**src/rtl/decode_issue.sv**
```systemverilog
// decode_issue: splits one RV64 instruction per handshake into ALU fields and reads both operands.
// Latency: 1 cycle from the accept edge to out_valid. Operands come from a 32x64 file with a writeback bypass.
// Backpressure: in_ready drops while out_ready=0 holds a valid output, or on a RAW hazard against the held instruction.
//
// Ports:
//   clk, reset (async, active-low)
//   in_valid/in_ready/in_instr/in_pc   : fetch-side handshake
//   out_valid/out_ready                : ALU-side handshake
//   regA, regB, opcode, regDest, uimm  : decoded fields of the held instruction
//   o_pc, regA_value, regB_value       : pc and operand values of the held instruction
//   wb_en/wb_rd/wb_data                : registered ALU writeback into the register file
module decode_issue (
  input  logic        clk,
  input  logic        reset,
  input  logic        in_valid,
  output logic        in_ready,
  input  logic [31:0] in_instr,
  input  logic [31:0] in_pc,
  output logic        out_valid,
  input  logic        out_ready,
  output logic [4:0]  regA,
  output logic [11:0] regB,
  output logic [9:0]  opcode,
  output logic [4:0]  regDest,
  output logic [19:0] uimm,
  output logic [31:0] o_pc,
  output logic [63:0] regA_value,
  output logic [63:0] regB_value,
  input  logic        wb_en,
  input  logic [4:0]  wb_rd,
  input  logic [63:0] wb_data
);

  localparam logic [6:0] OP_LUI   = 7'b0110111;
  localparam logic [6:0] OP_AUIPC = 7'b0010111;
  localparam logic [6:0] OP_JAL   = 7'b1101111;
  localparam logic [6:0] OP_STORE = 7'b0100011;
  localparam logic [6:0] OP_BRANCH= 7'b1100011;
  localparam logic [6:0] OP_R     = 7'b0110011;
  localparam logic [6:0] OP_R32   = 7'b0111011;

  logic [63:0] rf [32];

  logic [6:0]  op7;
  logic [4:0]  rs1;
  logic [4:0]  rs2;
  logic        is_s;
  logic        is_b;
  logic        is_u;
  logic        is_jal;
  logic        is_r;
  logic        uses_rs1;
  logic        uses_rs2;
  logic [11:0] dec_regB;
  logic [19:0] dec_uimm;
  logic [4:0]  dec_rd;
  logic [63:0] rs1_val;
  logic [63:0] rs2_val;
  logic        hazard;
  logic        accept;

  // Field decode of the incoming instruction.
  always_comb begin
    op7      = in_instr[6:0];
    rs1      = in_instr[19:15];
    rs2      = in_instr[24:20];
    is_s     = (op7 == OP_STORE);
    is_b     = (op7 == OP_BRANCH);
    is_u     = (op7 == OP_LUI) || (op7 == OP_AUIPC);
    is_jal   = (op7 == OP_JAL);
    is_r     = (op7 == OP_R) || (op7 == OP_R32);
    uses_rs1 = !(is_u || is_jal);
    uses_rs2 = is_r || is_s || is_b;

    dec_regB = in_instr[31:20];
    if (is_s) dec_regB = {in_instr[31:25], in_instr[11:7]};
    if (is_b) dec_regB = {in_instr[31], in_instr[7], in_instr[30:25], in_instr[11:8]};

    dec_uimm = '0;
    if (is_u)   dec_uimm = in_instr[31:12];
    if (is_jal) dec_uimm = {in_instr[31], in_instr[19:12], in_instr[20], in_instr[30:21]};

    // S/B carry immediate bits in the rd slot; they never write a register.
    dec_rd = (is_s || is_b) ? 5'd0 : in_instr[11:7];
  end

  // Operand read with same-cycle writeback bypass; x0 is hardwired and never bypassed.
  always_comb begin
    rs1_val = '0;
    rs2_val = '0;
    if (rs1 != 5'd0) rs1_val = (wb_en && (wb_rd == rs1)) ? wb_data : rf[rs1];
    if (rs2 != 5'd0) rs2_val = (wb_en && (wb_rd == rs2)) ? wb_data : rf[rs2];
  end

  // regDest of the held instruction is already 0 for S/B and for rd=x0, so a
  // non-zero regDest means "held instruction writes a register".
  always_comb begin
    hazard = out_valid && (regDest != 5'd0) &&
             ((uses_rs1 && (rs1 == regDest)) || (uses_rs2 && (rs2 == regDest)));
    in_ready = (!out_valid || out_ready) && !hazard;
    accept   = in_valid && in_ready;
  end

  always_ff @(posedge clk or negedge reset) begin
    if (!reset) begin
      for (int i = 0; i < 32; i++) rf[i] <= '0;
    end else if (wb_en && (wb_rd != 5'd0)) begin
      rf[wb_rd] <= wb_data;
    end
  end

  always_ff @(posedge clk or negedge reset) begin
    if (!reset) begin
      out_valid  <= 1'b0;
      regA       <= '0;
      regB       <= '0;
      opcode     <= '0;
      regDest    <= '0;
      uimm       <= '0;
      o_pc       <= '0;
      regA_value <= '0;
      regB_value <= '0;
    end else if (accept) begin
      out_valid  <= 1'b1;
      regA       <= rs1;
      regB       <= dec_regB;
      opcode     <= {in_instr[14:12], op7};
      regDest    <= dec_rd;
      uimm       <= dec_uimm;
      o_pc       <= in_pc;
      regA_value <= rs1_val;
      regB_value <= rs2_val;
    end else if (out_ready) begin
      // Drained with nothing new (idle or hazard): insert a bubble.
      out_valid  <= 1'b0;
    end
  end

endmodule

```
**config.mk**
```make
export PLATFORM = sky130hd
export DESIGN_NAME = decode_issue
export DESIGN_NICKNAME = d
export VERILOG_FILES = /design/src/rtl/decode_issue.sv
export SDC_FILE = /design/constraint.sdc
export NUM_CORES = 2
export LEC_CHECK = 0
export BUFFER_PORTS_ARGS = -buffer_cell sky130_fd_sc_hd__clkbuf_2
export CAP_MARGIN = 5
export CORE_MARGIN = 3
export CORE_UTILIZATION = 35
export CTS_CLUSTER_SIZE = 14
export DETAILED_ROUTE_END_ITERATION = 10
export PLACE_DENSITY = 0.6
export SLEW_MARGIN = 0
export SYNTH_ARGS = -nofsm -noshare
export SYNTH_HDL_FRONTEND = slang
export SYNTH_SLANG_ARGS = --single-unit
```
**constraint.sdc**
```tcl
create_clock -name clk -period 2.2 [get_ports clk]
set_input_delay 0.22 -clock clk [delete_from_list [all_inputs] [get_ports clk]]
set_output_delay 0.22 -clock clk [all_outputs]
set_load 0.02 [all_outputs]
```
==> metrics.txt <==
status finished, violations left; failing checks setup timing; Initial Util 0.353; Final Cycle Share 1.24; synthesized area 117,000 µm²; TritonCTS clock tree done; min cycle time layout 2730 ps; first-pass GRT wire length 636,000 µm; Port Buffers 351; CTS sink count 2,261; Clock transition at path regs 60 ps; clk_skew 67.2 ps; Max Cap Viol 0; I/O Pins 352; Pleak 64.1 nW; Synth Net Count 8,253; simple-gate area share of the yosys netlist 0.0249; Peak Freq 367 MHz; number of routed nets with antenna violations 0; Via-to-Cell Ratio 6.06; Critical Path AT 2510 ps; register area share after synthesis 0.484; final instance area 144,000 µm²; Iteration-0 DRC Markers 7,929; Setup crit start kind register; post-synthesis register bit count 2,261; HPWL after DPL 289,000 µm; fillers 29,445; wire length on met1 184,000 µm; final RePlAce weighted congestion 0.864; Row Count 211; final cell count without fillers 13,485; DR WL/cell 33.0 µm; PD cells 897 nW/µm²; grt ovf 0; Post-DP Area 132,000 µm²; mux share of post-synthesis cell area 0.414; critical path class register to output pin; Adder-Cell Fraction of Synth Area 0; Top FF cell, synth dfrtp_1; maximum VDD drop 0.776 mV; core footprint 332,000 µm²; Die H 584 µm; Syn. warnings 0; clock latency on the worst-skew pair 960 ps; endpoints failing setup 214; Worst Setup Slack, final -525 ps; CTS buffer count 242; Met2 Wirelength 204,000 µm; final hold viol count 0; nets@finish 9,033; worst hold slack 65.5 ps; synth-to-layout area growth 23.4%; total track usage 0.256; Placed Cells 12,808; largest net degree at the start of global routing 100; detailed-route via count 81,722; Slew @ Worst Pin 1220 ps; pre-CTS WS -590 ps; drt pass-1 iters 8; compound-gate portion of the synthesized area 0.0440; Cell variety after synth 57; initial antenna violation count 34; Crit Path Max Fanout 2; async set-reset flop share out of synthesis 1.00; RSZ-0062 raised after global routing true; Hold Path Class input port to register; XOR/XNOR Fraction of Synth Area 0.00150; synthesized area per cell 14.4 µm²; Post-synth EDFFs 0; Final Slew Violations 0; Die X 584 µm; WL final 445,000 µm; CP Data Required Time 1980 ps; vias in the first global route 84,468; die footprint 341,000 µm²; synthesized instance count 8,115; drt drc 0; endpoint class of the critical path output pin; max layer used met5; Fin Setup TNS -73,240 ps; Power Total 129 mW; met3 WL 36,600 µm; depth of the CTS H-tree 4; clock root buffer clkbuf_16; share of layout cells above drive strength 1 0.521; largest family of logic cells by synthesized area multiplexers; Longest Clk Path Bufs 4; Final Util 0.435; Rel. slew slack 0.186
[per-layer routing]
metal  global-route usage  vias up
met5              0.00168        -
met4                0.103       28
met3               0.0573      989
met2                0.398     3755
met1                0.346    44390
li1                     -    32560
[worst max-delay path, stage by stage, from the launching register on]
cell and delay, ps:
dfrtp_2 410, or4_4 550, o2111ai_2 180, or4_4 150
and3_4 190, buf_8 110
[worst paths after layout]
path | from | end | slack, ps | cells after the start
max | regDest[0] | in_ready | -530 | 5
max reg2reg | regDest[0] | regA_value[42] | -510 | 11
min in group asynchronous | reset | rf[1740] | 280 | 3
max in group asynchronous | reset | rf[754] | 1050 | 4
min reg2reg | rf[2043] | rf[2043] | 400 | 0
min | wb_data[3] | regA_value[3] | 70 | 2
[cell type report]
cell class	instances	area (µm²)	share of cell area
antenna	14	35.0	0.000243
clock buffer	326	6880	0.0477
clock inverter	128	1700	0.0117
inverter	1	3.75	0.0000260
multi-input combinational	4953	57700	0.400
sequential	2261	56600	0.392
tap	4366	5460	0.0379
timing repair buffer	1436	16000	0.111
[where the power goes]
group / total, mW / leakage, nW / switching, mW / internal [mW]
Combinational: 28.6 / 30.9 / 12.6 / 16.1
Sequential: 56.3 / 29.0 / 6.68 / 49.6
Clock: 44.5 / 4.23 / 18.4 / 26.1
Total: 129 / 64.1 / 37.7 / 91.8
[cells in the mapped netlist, types with 2 or more instances]
master,count,area [µm²]
or3_1,3,18.8
buf_4,10,75.1
o211ai_1,7,52.6
nand4_1,7,43.8
a22oi_1,114,856
mux2_2,1992,22400
clkbuf_1,596,2240
xnor2_1,12,105
mux2i_1,645,6460
nand4b_1,2,17.5
o21a_1,64,480
or4_4,2,22.5
o21ai_1,10,50.1
nand2b_1,10,62.6
a31oi_1,3,18.8
a221oi_1,21,184
o22a_1,2,17.5
nor2_2,4,25.0
o22ai_1,200,1250
xor2_1,8,70.1
nor2b_1,9,56.3
o21ai_0,60,300
nand2_1,428,1610
nor3b_1,4,30.0
nand3_1,69,345
buf_1,53,199
o2111ai_1,44,385
buf_6,3,33.8
nor2_1,125,469
or2_2,4,25.0
dfrtp_1,2261,56600
nor3_1,2,10.0
a21oi_1,90,450
a221o_1,64,641
buf_2,237,1190
o31ai_1,51,383
mux4_2,866,19500
nor4_1,3,18.8
and2_1,6,37.5
nand3b_1,4,30.0
and3_1,4,25.0
[placed cells by master, fill, tap and decap left out, types with 64 or more instances in the layout]
| master | instances |
|---|---|
| o21a_1 | 64 |
| nand3_1 | 67 |
| a221o_1 | 64 |
| nor2_1 | 109 |
| dlygate4sd3_1 | 132 |
| o22ai_1 | 200 |
| clkbuf_16 | 246 |
| mux2i_1 | 645 |
| dfrtp_1 | 2256 |
| mux4_2 | 866 |
| a22oi_1 | 114 |
| nand2_1 | 390 |
| buf_12 | 368 |
| buf_4 | 509 |
| mux2_2 | 1992 |
| a21oi_1 | 90 |
| clkbuf_2 | 342 |
[registers in the layout, summed over array words and instances, names as in the netlist]
register	cells
uimm	20
regB_value	64
regDest	5
opcode	10
rf	2048
o_pc	32
out_valid	1
regA	5
regB	12
regA_value	64
[logic make-up after synthesis]
| logic type | Yosys count |
|---|---|
| compound gates | 737 |
| xor+xnor | 20 |
| buf+inv | 901 |
| flops | 2261 |
| mux | 3503 |
| simple gates | 693 |
[repair_timing]
action | CTS | global route
hold endpoints to repair | 2142 | 0
setup endpoints to repair | 200 | 214
setup buffers | 42 | 6
gates resized for setup | 186 | 46
hold buffers | 132 | 0
cloned | 29 | 3
pin swaps | 44 | 3
No activity file was read; power rests on OpenSTA's default activity.
